### config.mk
export PLATFORM = sky130hd
export DESIGN_NAME = otter_crypto_unit_flat
export DESIGN_NICKNAME = d
export VERILOG_FILES = /design/src/rtl/otter_crypto_pkg.sv /design/src/rtl/otter_crypto_unit_if.sv /design/src/rtl/otter_crypto_round.sv /design/src/rtl/otter_crypto_unit.sv /design/src/flat_wrapper.sv
export SDC_FILE = /design/constraint.sdc
export NUM_CORES = 1
export LEC_CHECK = 0
export CORE_MARGIN = 2
export CORE_UTILIZATION = 45
export DETAILED_ROUTE_END_ITERATION = 10
export GPL_TIMING_DRIVEN = 0
export PLACE_DENSITY = 0.76
export SYNTH_ARGS = -nofsm -noshare
export SYNTH_HDL_FRONTEND = slang
export SYNTH_HIERARCHICAL = 1
export SYNTH_SLANG_ARGS = --single-unit
### constraint.sdc
create_clock -name CRY_CLK -period 17.2 [get_ports CRY_CLK]
set_input_delay 2.58 -clock CRY_CLK [delete_from_list [all_inputs] [get_ports CRY_CLK]]
set_output_delay 2.58 -clock CRY_CLK [all_outputs]
set_load 0.1 [all_outputs]
### src/rtl/otter_crypto_pkg.sv
// Shared constants, function codes and round helpers for the OTTER cipher unit.
package otter_crypto_pkg;

  typedef enum logic [2:0] {
    FuncEnc = 3'b000,
    FuncDec = 3'b001,
    FuncKey = 3'b010
  } crypto_func_t;

  localparam int unsigned CRYPTO_ROUNDS = 4;
  localparam logic [6:0]  OPCODE_ENCRY  = 7'b1011011;

  function automatic logic [15:0] rotl16(input logic [15:0] x, input logic [3:0] n);
    return (x << n) | (x >> (5'd16 - {1'b0, n}));
  endfunction

  function automatic logic [15:0] round_key(input logic [31:0] k, input logic [1:0] i);
    logic [3:0] amt;
    amt = {2'b00, i} + {1'b0, i, 1'b0};
    return rotl16(k[15:0] ^ k[31:16], amt) ^ {14'b0, i};
  endfunction

  function automatic logic [15:0] feistel_f(input logic [15:0] r, input logic [15:0] k);
    logic [15:0] s;
    s = r + k;
    return rotl16(s, 4'd5) ^ (r >> 3);
  endfunction

endpackage

### src/rtl/otter_crypto_unit_if.sv
// Control-unit side bus of the OTTER cipher unit.
interface otter_crypto_unit_if;
    logic        CRY_START;
    logic [1:0]  CRY_COUNT;
    logic [2:0]  CRY_FUNC3;
    logic [31:0] CRY_RS1;
    logic [31:0] CRY_RS2;
    logic [31:0] CRY_RESULT;
    logic        CRY_VALID;
    logic        CRY_BUSY;
    logic        CRY_ERR;

    modport master (
        output CRY_START, CRY_COUNT, CRY_FUNC3, CRY_RS1, CRY_RS2,
        input  CRY_RESULT, CRY_VALID, CRY_BUSY, CRY_ERR
    );

    modport slave (
        input  CRY_START, CRY_COUNT, CRY_FUNC3, CRY_RS1, CRY_RS2,
        output CRY_RESULT, CRY_VALID, CRY_BUSY, CRY_ERR
    );
endinterface

### src/rtl/otter_crypto_round.sv
// One combinational Feistel round: L' = R, R' = L ^ F(R, k_idx).
import otter_crypto_pkg::*;

module otter_crypto_round (
    input  logic [31:0] blk_i,
    input  logic [31:0] key_i,
    input  logic [1:0]  idx_i,
    output logic [31:0] blk_o
);
    logic [15:0] k;

    always_comb begin
        k     = round_key(key_i, idx_i);
        blk_o = {blk_i[15:0], blk_i[31:16] ^ feistel_f(blk_i[15:0], k)};
    end
endmodule

### src/rtl/otter_crypto_unit.sv
// 4-round 32-bit Feistel encrypt/decrypt driven by the CU's crypto_count.
// Optional persistent key register: define OTTER_CRYPTO_KEYREG_EN.
import otter_crypto_pkg::*;

module otter_crypto_unit (
    input  logic                CRY_CLK,
    input  logic                CRY_RESET,
    otter_crypto_unit_if.slave  cry
);
    logic [31:0] blk_q;
    logic [31:0] key_q;
    logic        mode_q;  // 1 = decrypt
    logic [1:0]  rnd_q;
    logic        bad_q;   // current sequence may not report a result
    logic        err_q;
`ifdef OTTER_CRYPTO_KEYREG_EN
    logic [31:0] keyreg_q;
    logic        load_q;
`endif

    crypto_func_t func;
    logic         func_ok;
    logic         func_dec;
    logic         func_load;
    logic [31:0]  key_in;

    assign func = crypto_func_t'(cry.CRY_FUNC3);

    always_comb begin
        func_dec  = (func == FuncDec);
`ifdef OTTER_CRYPTO_KEYREG_EN
        func_ok   = (func == FuncEnc) || (func == FuncDec) || (func == FuncKey);
        func_load = (func == FuncKey);
        key_in    = keyreg_q;
`else
        func_ok   = (func == FuncEnc) || (func == FuncDec);
        func_load = 1'b0;
        key_in    = cry.CRY_RS2;
`endif
    end

    // Registered path: round 0 from rs1 at count 0, rounds 1-2 from blk.
    logic        first;
    logic [31:0] reg_blk_in;
    logic [31:0] reg_key;
    logic        reg_dec;
    logic [1:0]  reg_idx;
    logic [31:0] reg_blk_out;

    assign first      = (cry.CRY_COUNT == 2'd0);
    assign reg_blk_in = first ? cry.CRY_RS1 : blk_q;
    assign reg_key    = first ? key_in : key_q;
    assign reg_dec    = first ? func_dec : mode_q;
    assign reg_idx    = reg_dec ? ~cry.CRY_COUNT : cry.CRY_COUNT;

    otter_crypto_round u_round_reg (
        .blk_i (reg_blk_in),
        .key_i (reg_key),
        .idx_i (reg_idx),
        .blk_o (reg_blk_out)
    );

    // Output path: last round is combinational into the write-back cycle.
    logic [1:0]  out_idx;
    logic [31:0] out_blk;

    assign out_idx = mode_q ? 2'd0 : 2'(CRYPTO_ROUNDS - 1);

    otter_crypto_round u_round_out (
        .blk_i (blk_q),
        .key_i (key_q),
        .idx_i (out_idx),
        .blk_o (out_blk)
    );

    always_ff @(posedge CRY_CLK) begin
        if (CRY_RESET) begin
            blk_q  <= '0;
            key_q  <= '0;
            mode_q <= 1'b0;
            rnd_q  <= '0;
            bad_q  <= 1'b0;
            err_q  <= 1'b0;
`ifdef OTTER_CRYPTO_KEYREG_EN
            keyreg_q <= '0;
            load_q   <= 1'b0;
`endif
        end else if (cry.CRY_START) begin
            // Legal or not, the counter follows the CU so later counts line up.
            rnd_q <= cry.CRY_COUNT + 2'd1;
            if (cry.CRY_COUNT != rnd_q) begin
                err_q <= 1'b1;
                bad_q <= 1'b1;
            end else if (first) begin
                key_q  <= key_in;
                mode_q <= func_dec;
                blk_q  <= reg_blk_out;
                bad_q  <= !func_ok;
                if (!func_ok) err_q <= 1'b1;
`ifdef OTTER_CRYPTO_KEYREG_EN
                load_q <= func_load;
                if (func_load) keyreg_q <= cry.CRY_RS2;
`endif
            end else if (cry.CRY_COUNT != 2'd3) begin
                blk_q <= reg_blk_out;
            end
        end else if (rnd_q != 2'd0) begin
            rnd_q <= '0;
            err_q <= 1'b1;
        end
    end

    logic valid;
    logic load_seq;

    assign valid = !CRY_RESET && cry.CRY_START && (cry.CRY_COUNT == 2'd3) &&
                   (rnd_q == 2'd3) && !bad_q;
`ifdef OTTER_CRYPTO_KEYREG_EN
    assign load_seq = load_q;
`else
    assign load_seq = 1'b0;
`endif

    assign cry.CRY_VALID  = valid;
    assign cry.CRY_RESULT = (valid && !load_seq) ? {out_blk[15:0], out_blk[31:16]} : 32'd0;
    assign cry.CRY_BUSY   = (rnd_q != 2'd0);
    assign cry.CRY_ERR    = err_q;

    logic unused_func_load;
    assign unused_func_load = func_load;
endmodule

### src/flat_wrapper.sv
// flat-port wrapper written by rule: the top's interface ports become plain ports
module otter_crypto_unit_flat 
  (CRY_CLK, CRY_RESET, cry_CRY_START, cry_CRY_COUNT, cry_CRY_FUNC3, cry_CRY_RS1, cry_CRY_RS2, cry_CRY_RESULT, cry_CRY_VALID, cry_CRY_BUSY, cry_CRY_ERR);
  otter_crypto_unit_if cry_i ();
  input  logic CRY_CLK;
  input  logic CRY_RESET;
  input wire logic [$bits(cry_i.CRY_START)-1:0] cry_CRY_START;
  input wire logic [$bits(cry_i.CRY_COUNT)-1:0] cry_CRY_COUNT;
  input wire logic [$bits(cry_i.CRY_FUNC3)-1:0] cry_CRY_FUNC3;
  input wire logic [$bits(cry_i.CRY_RS1)-1:0] cry_CRY_RS1;
  input wire logic [$bits(cry_i.CRY_RS2)-1:0] cry_CRY_RS2;
  output wire logic [$bits(cry_i.CRY_RESULT)-1:0] cry_CRY_RESULT;
  output wire logic [$bits(cry_i.CRY_VALID)-1:0] cry_CRY_VALID;
  output wire logic [$bits(cry_i.CRY_BUSY)-1:0] cry_CRY_BUSY;
  output wire logic [$bits(cry_i.CRY_ERR)-1:0] cry_CRY_ERR;
  assign cry_i.CRY_START = cry_CRY_START;
  assign cry_i.CRY_COUNT = cry_CRY_COUNT;
  assign cry_i.CRY_FUNC3 = cry_CRY_FUNC3;
  assign cry_i.CRY_RS1 = cry_CRY_RS1;
  assign cry_i.CRY_RS2 = cry_CRY_RS2;
  assign cry_CRY_RESULT = cry_i.CRY_RESULT;
  assign cry_CRY_VALID = cry_i.CRY_VALID;
  assign cry_CRY_BUSY = cry_i.CRY_BUSY;
  assign cry_CRY_ERR = cry_i.CRY_ERR;
  otter_crypto_unit u_core (.CRY_CLK(CRY_CLK), .CRY_RESET(CRY_RESET), .cry(cry_i));
endmodule
==> flow_summary.ini, run 1 <==
[status]
status = finished clean

[critical_path]
crit_buf_inv = 9
crit_arrival_ps = 7180
startpoint_type = flop
critPathSlowestCell = clkdlybuf4s50_1
critPathCaptureType = output port
path_common_cell = o21ai_0
slowest_delay_ps = 1120
cp_max_fo = 12
crit_type = reg2out
path_delay_family = buffers and inverters
worstPathCellList = inv_1 -> clkbuf_8 -> inv_2 -> clkbuf_8 -> clkbuf_1 -> ha_1 -> inv_1 -> clkbuf_8 -> clkbuf_1 -> o21ai_0 -> o21ai_0 -> mux2i_1 -> mux2_2 -> o32ai_1 -> ha_1 -> nand2_1 -> o21ai_0 -> a2111oi_2 -> o21ai_0 -> a21o_1 -> a21oi_1 -> xnor2_1 -> and2_1 -> clkdlybuf4s50_1
cp.required_ps = 14620

[grt]
track_usage = 0.2811
grt_max_degree = 13
grt_overflow = 0
grt_pass1_wl_um = 48200
grt.met1_usage = 0.3774
gr-usage-met3 = 0.03000
busiest_layer = met2
gr-usage-met2 = 0.4608
grt_pass1_vias = 8704
antenna_found_initial = 0

[power_and_ir_drop]
powerDensity_mw_per_mm2 = 96.35
leakagePower_nw = 4.172
vdd_drop_max_mv = 0.05679

[clocking]
ctsHoldBuffers = 0
numClockSinks = 69
cts_tree = built
cts_root_buf = clkbuf_16
numCtsBuffers = 9
clk_pin_slew_ps = 60
cts_max_path_buffers = 2
post_cts_buffers = 0
h-tree-depth = 3
clk-insertion-delay-late_ps = 340
ctsResizeCount = 0

[timing]
slew_headroom = 0.3498
rsz0062_at_grt = no
layout_setup_ws_ps = 7441
slew_violations = 0
clock_skew_ps = 8.931
fmaxAchievable_mhz = 102.5
setup_tns_ps = 0
final_hold_viol_count = 0
fin_crit_sh = 0.5674
worst_slew_pin_slew_ps = 972.3
min_period_ps = 9759
setup_viol = 0

[synth]
synth_area_mm2 = 0.009156
synth_compound_area_frac = 0.1858
ys_types = 78
synth_xor_area_frac = 0.1395
ys_warn_count = 6
synthSimpleGateAreaFrac = 0.2007
syn_area_per_cell_um2 = 8.103
synth-edff-count = 0
synth.area.mux_share = 0.1705
synth_fa_ha_area_frac = 0.06040
ys_seq_area_frac = 0.1509
synth_top_family_by_area = simple AND/OR/NAND/NOR gates
syn_inst = 1130
synthArstFlopShare = 0
ys_ff_latch = 69
ys.flop_type = dfxtp_1
syn-num-nets = 1245

[route]
drt_wl_total_um = 30820
drtPass1Iterations = 8
drc = 0
ant_nets = 0
vias_per_cell = 6.111
dr_total_vias = 9289
dr.first_iter.drc_count = 885
route.detailed.wl_per_inst_um = 20.28

[die]
start_util = 0.4554
die_height_um = 146.6
die_area_mm2 = 0.02150
row_count = 52
boundaryPins = 107
die_w_um = 146.6
fp.coreArea_mm2 = 0.02010

[final_layout]
diodes = 0
final_layout_size_suffix_gt1_frac = 0.1520
layout_common_cells = xnor2_1 (106), clkdlybuf4s50_1 (104), mux2_2 (70), nand2_1 (70), dfxtp_1 (69)
fin_util = 0.5403
fin_cells = 1520
fin_nets = 1360
layout_commonest_cell = xnor2_1
area.growth.synth_to_final_pct = 18.63

[placed_design]
portBuffers = 104
dpl_worst_slack_ps = 7783
place_inst = 1504
gp_congestion = 0.9887
hpwl_um = 24220

[job]
drv_cap = 0

[hold_path]
hp-class = reg2reg
==> worst register-to-register path: stages (launching register included) <==
cell	delay [ps]
dfxtp_1	330
nor2b_1	130
a31oi_1	380
xnor2_1	220
buf_4	220
inv_1	90
clkbuf_8	170
buf_2	210
ha_1	330
buf_6	140
inv_2	110
buf_2	250
mux4_2	590
nor2_1	160
o21ai_1	90
nand3_1	110
xnor2_1	180
ha_1	260
inv_1	70
fa_1	400
nor2b_1	130
o21ai_1	80
a21oi_1	320
o2111a_1	250
or2_1	140
xnor2_1	190
nand2b_1	100
mux2i_1	130
==> per-layer routing <==
metal,vias to the layer above,share of wire
met1,4392,0.42
li1,4293,-
met4,0,0.041
met3,81,0.074
met2,523,0.46
met5,-,0
==> synthesized netlist by cell type, drive strengths merged, types with 4 or more instances <==
cell type,count,area share
and3,6,0.0041
mux4,10,0.025
buf,67,0.050
clkbuf,48,0.031
inv,25,0.010
ha,41,0.056
a221o,10,0.011
a211oi,15,0.012
and2,41,0.028
a211o,5,0.0049
a21oi,58,0.032
nor4,35,0.026
o211ai,9,0.0074
mux2i,54,0.059
a311oi,5,0.0048
a32oi,6,0.0057
o21ai,51,0.028
or2,6,0.0041
a31oi,42,0.029
mux2,70,0.086
nor2b,5,0.0034
dfxtp,69,0.15
xor2,31,0.032
a21o,9,0.0074
o22ai,6,0.0041
nand3,15,0.0082
a32o,4,0.0044
nand2,70,0.029
nor3,43,0.024
nand2b,67,0.046
nor2,49,0.021
xnor2,108,0.10
==> sequential cells by signal, summed over array words and instances, names as in the netlist <==
| signal | flops |
|---|---|
| u_core/blk_q | 32 |
| u_core/key_q | 32 |
| u_core/rnd_q | 2 |
| u_core/bad_q | 1 |
| u_core/cry.CRY_ERR | 1 |
| u_core/mode_q | 1 |
==> cells by family (layout without fill, tap and decap cells) <==
group,count (synthesis),count (layout)
AOI/OAI and AO/OA,255,255
xor gates and xnor gates,140,140
adders and majority gates,43,43
buffers and inverters,142,262
DFF,69,69
muxes,134,134
and+or+nand+nor,347,347
==> cell type report <==
| cell class | count | area (µm²) |
|---|---|---|
| inverters | 27 | 101.3 |
| multi-input cells | 919 | 6932 |
| repair buffers | 104 | 1041 |
| plain buffers | 115 | 742.0 |
| flip-flops and latches | 69 | 1381 |
| fillers | 1906 | 9243 |
| well taps | 270 | 337.8 |
| clock buffers | 11 | 242.7 |
| clock inverters | 5 | 83.83 |
==> report_power, final <==
part	internal, W	total (W)	leakage, nW	switching (W)
Sequential	0.000171	0.000189	0.562	0.0000176
Clock	0.000131	0.000207	0.152	0.0000754
Combinational	0.000286	0.000651	3.46	0.000365
==> per-stage QoR <==
| step | hold WS [ps] | instance area [µm²] | total power (W) |
|---|---|---|---|
| finish | 474.8 | 10860 | 0.001046 |
| global route | 502.7 | 10860 | 0.001104 |
| CTS | 473.9 | 10860 | 0.001033 |
| detailed placement | 462.5 | 10540 | 0.0008253 |
| global placement | 467.7 | 10540 | 0.0008222 |
| floorplan | 441.6 | 9156 | 0.0006679 |
==> final timing paths <==
kind / from / to / slack, ps / cells after the start
hold / removal: u_core/bad_q / u_core/bad_q / 470 / 2
hold reg to reg: u_core/bad_q / u_core/bad_q / 470 / 2
setup / recovery: u_core/mode_q / cry_CRY_RESULT[18] / 7440 / 24
setup reg to reg: u_core/mode_q / u_core/blk_q[1] / 11390 / 27
No activity file was read; power rests on OpenSTA's default activity.
==> run 2: changes to the inputs <==
- clock period: 17.2 -> 9.4 ns (I/O delays scaled with it)
==> flow_summary.ini, run 2 (same netlist as run 1, synthesis figures left out) <==
[clocking]
numClockSinks = 69
clk_pin_slew_ps = 60
cts_max_path_buffers = 2
h-tree-depth = 3
numCtsBuffers = 9
post_cts_buffers = 0
ctsResizeCount = 0
cts_root_buf = clkbuf_16
cts_tree = built
ctsHoldBuffers = 0
clk-insertion-delay-late_ps = 340

[final_layout]
regArea_mm2 = 0.001381
fin_nets = 1360
area.growth.synth_to_final_pct = 18.63
diodes = 0
nFillCells = 1906
layout_common_cells = xnor2_1 (106), clkdlybuf4s50_1 (104), mux2_2 (70), nand2_1 (70), dfxtp_1 (69)
final_layout_size_suffix_gt1_frac = 0.1520
multi_input_area_mm2 = 0.006932
reg.largest.list = u_core/blk_q (32), u_core/key_q (32), u_core/rnd_q (2)
layout_commonest_cell = xnor2_1

[route]
dr.first_iter.drc_count = 978
drtPass1Iterations = 6
vias_per_cell = 6.080
drt_wl_total_um = 30730
route.detailed.wl_per_inst_um = 20.22
dr_total_vias = 9241
ant_nets = 0
drc = 0

[power_and_ir_drop]
leakagePower_nw = 4.172
vdd_drop_max_mv = 0.1038
powerDensity_mw_per_mm2 = 176.2

[timing]
setup_tns_ps = 0
final_hold_viol_count = 0
rsz0062_at_grt = no
fmaxAchievable_mhz = 116.9
layout_setup_ws_ps = 847.0
min_period_ps = 8553
slew_violations = 0
fin_crit_sh = 0.9099
slew_headroom = 0.3498
holdWs_ps = 477.0
clock_skew_ps = 7.507
worst_slew_pin_slew_ps = 972.3
setup_viol = 0

[placed_design]
portBuffers = 104
gp_congestion = 0.9887
hpwl_um = 24220
dpl_worst_slack_ps = 1153

[job]
drv_cap = 0

[die]
die_area_mm2 = 0.02150
die_height_um = 146.6
die_w_um = 146.6
fp.coreArea_mm2 = 0.02010
boundaryPins = 107
start_util = 0.4554
row_count = 52

[critical_path]
crit_arrival_ps = 7140
critPathSlowestCell = clkdlybuf4s50_1
cp_max_fo = 12
slowest_delay_ps = 1120
critPathCaptureType = output port
startpoint_type = flop
cp.required_ps = 7990
worstPathCellList = inv_1 -> clkbuf_8 -> inv_2 -> clkbuf_8 -> clkbuf_1 -> ha_1 -> inv_1 -> clkbuf_8 -> clkbuf_1 -> nand2_1 -> a221oi_1 -> a21oi_1 -> a221o_1 -> ha_1 -> a21oi_1 -> o21ai_0 -> a2111oi_2 -> o21ai_0 -> a21o_1 -> a21oi_1 -> xnor2_1 -> and2_1 -> clkdlybuf4s50_1
crit_type = reg2out

[hold_path]
hp-class = reg2reg

[grt]
antenna_found_initial = 0
grt_pass1_vias = 8690
grt_overflow = 0
grt_pass1_wl_um = 48260
grt_max_degree = 13
track_usage = 0.2816

[status]
status = finished clean
[run 2: cell counts in the layout (fill, tap and decap cells not counted)]
No cell type changed its count.
[run 2: worst max-delay path, delay by kind of cell (launching register included)]
family | cells | cell delay [ps]
compound gates | 9 | 2290
xor+xnor | 1 | 130
fa+ha+maj | 2 | 760
buf+inv | 9 | 2980
flops | 1 | 350
simple gates | 2 | 270
[run 2: area by class of cell]
class,instances,share of cell area
clock buffer,11,0.02235
sequential,69,0.1272
multi-input combinational,919,0.6382
tap,270,0.03110
inverter,27,0.009331
clock inverter,5,0.007718
buffer,115,0.06831
timing repair buffer,104,0.09584
[run 2: layer usage]
layer,GRT usage,vias to the layer above,share of wire
li1,-,4296,-
met1,0.3788,4349,0.42
met2,0.4603,504,0.46
met3,0.03125,92,0.072
met4,0.1150,0,0.044
met5,0,-,0
[run 2: path summary, 6_finish.rpt]
check        slack, ps  cells past startpoint          start            endpoint
max reg2reg       3610                     27  u_core/mode_q     u_core/blk_q[1]
min reg2reg        480                      2   u_core/bad_q        u_core/bad_q
min                480                      2   u_core/bad_q        u_core/bad_q
max                850                     23  u_core/mode_q  cry_CRY_RESULT[18]
[run 2: per-stage QoR]
stage / power (W) / cells / util / cell area [µm²]
CTS: 0.001891 / 1520 / 0.5403 / 10860
finish: 0.001913 / 1520 / 0.5403 / 10860
global route: 0.002022 / 1520 / 0.5403 / 10860
detailed placement: 0.001510 / 1504 / 0.5240 / 10540
floorplan: 0.001222 / 1130 / - / 9156
global placement: 0.001504 / 1504 / 0.5240 / 10540
[run 2: power by group]
part | internal [W] | total (W) | switching (W)
Combinational | 0.000523 | 0.00119 | 0.000668
Clock | 0.000240 | 0.000377 | 0.000137
Sequential | 0.000313 | 0.000346 | 0.0000320
==> run 3: changes to the inputs <==
- CORE_MARGIN: 2 -> 4
==> flow_summary.ini, run 3 (same netlist as run 1, synthesis figures left out) <==
[status]
status = finished clean

[critical_path]
critPathCaptureType = output port
crit_arrival_ps = 7280
cp_max_fo = 12
path_common_cell = o21ai_0
crit_type = reg2out
slowest_delay_ps = 1130
reg2reg_depth = 27
worstPathCellList = inv_1 -> clkbuf_8 -> inv_2 -> clkbuf_8 -> clkbuf_1 -> ha_1 -> inv_1 -> clkbuf_8 -> clkbuf_1 -> o21ai_0 -> o21ai_0 -> mux2i_1 -> mux2_2 -> o32ai_1 -> ha_1 -> nand2_1 -> o21ai_0 -> a2111oi_2 -> o21ai_0 -> a21o_1 -> a21oi_1 -> xnor2_1 -> and2_1 -> clkdlybuf4s50_1
critPathSlowestCell = clkdlybuf4s50_1
cp.required_ps = 7990
startpoint_type = flop

[route]
drc = 0
ant_nets = 0
dr_total_vias = 9258
route.detailed.wl_per_inst_um = 20.62
dr.first_iter.drc_count = 845
vias_per_cell = 6.111
drt_wl_total_um = 31240
drtPass1Iterations = 6

[die]
die_area_mm2 = 0.02269
fp.coreArea_mm2 = 0.01972
start_util = 0.4644
boundaryPins = 107
row_count = 51
die_w_um = 150.6
die_height_um = 150.6

[clocking]
numCtsBuffers = 9
ctsHoldBuffers = 0
clk-insertion-delay-late_ps = 330
h-tree-depth = 3
numClockSinks = 69
cts_root_buf = clkbuf_16
post_cts_buffers = 0
clk_pin_slew_ps = 60
cts_max_path_buffers = 2
cts_tree = built
ctsResizeCount = 0

[final_layout]
diodes = 0
final_layout_size_suffix_gt1_frac = 0.1512
fin_nets = 1360
layout_commonest_cell = xnor2_1
nFillCells = 1803
area.growth.synth_to_final_pct = 18.20
reg.largest.list = u_core/blk_q (32), u_core/key_q (32), u_core/rnd_q (2)
layout_common_cells = xnor2_1 (106), clkdlybuf4s50_1 (104), mux2_2 (70), nand2_1 (70), dfxtp_1 (69)
post-route-cell-area_mm2 = 0.01082

[timing]
min_period_ps = 8691
setup_tns_ps = 0
slew_headroom = 0.3405
fin_crit_sh = 0.9246
rsz0062_at_grt = no
fmaxAchievable_mhz = 115.1
slew_violations = 0
worst_slew_pin_slew_ps = 986.1
final_hold_viol_count = 0
layout_setup_ws_ps = 709.1
setup_viol = 0
clock_skew_ps = 7.959

[placed_design]
dpl_worst_slack_ps = 1231
gp_congestion = 1.002
portBuffers = 104
hpwl_um = 24780
post_dp_cell_area_mm2 = 0.01053

[job]
drv_cap = 0

[grt]
track_usage = 0.2701
antenna_found_initial = 0
grt_max_degree = 13
grt_pass1_vias = 8509
grt_pass1_wl_um = 47840
grt_overflow = 0

[power_and_ir_drop]
leakagePower_nw = 4.162
powerDensity_mw_per_mm2 = 174.0
vdd_drop_max_mv = 0.1088

[hold_path]
holdPathStages = 2
hp-class = reg2reg
[run 3: area by class of cell]
cell class | count | area, µm² | share of cell area
plain buffers | 115 | 742.0 | 0.06855
repair buffers | 104 | 1041 | 0.09618
clock inverters | 4 | 47.55 | 0.004393
flip-flops and latches | 69 | 1381 | 0.1276
inverters | 27 | 101.3 | 0.009364
multi-input cells | 919 | 6932 | 0.6405
clock buffers | 12 | 246.5 | 0.02277
well taps | 265 | 331.6 | 0.03064
[run 3: report_power, final]
group	total [W]	switching (W)	leakage (nW)	internal (W)
logic	0.00119	0.000670	3.46	0.000523
registers	0.000347	0.0000333	0.562	0.000314
clock network	0.000343	0.000131	0.143	0.000212
[run 3: layer usage]
metal	share of wire	vias up	global-route usage
li1	-	4301	-
met1	0.42	4371	0.3702
met2	0.46	500	0.4333
met3	0.084	86	0.03040
met4	0.041	0	0.1088
met5	0	-	0
[run 3: worst paths after layout]
check | slack [ps] | start | to
worst max-delay path | 710 | u_core/mode_q | cry_CRY_RESULT[18]
worst min-delay path | 480 | u_core/bad_q | u_core/bad_q
worst max register to register | 3590 | u_core/mode_q | u_core/blk_q[1]
worst min register to register | 480 | u_core/bad_q | u_core/bad_q
[run 3: metrics by stage]
step                      instances  hold WS (ps)  utilization  power, W
after global routing           1515         514.5       0.5489  0.001993
after CTS                      1515         484.0       0.5489  0.001862
after detailed placement       1499         472.2       0.5340  0.001517
final                          1515         480.1       0.5489  0.001883
after global placement         1499         465.2       0.5340  0.001511
after floorplan                1130         441.6            -  0.001222
[run 3: worst max-delay path, delay by kind of cell, from the launching register on]
kind                     cells  cell delay (ps)
AO/OA/AOI/OAI                8             1980
multiplexers                 2              430
adder cells (fa/ha/maj)      2              780
buffers and inverters        9             3030
AND/OR/NAND/NOR              2              210
XOR/XNOR                     1              130
flip-flops                   1              350
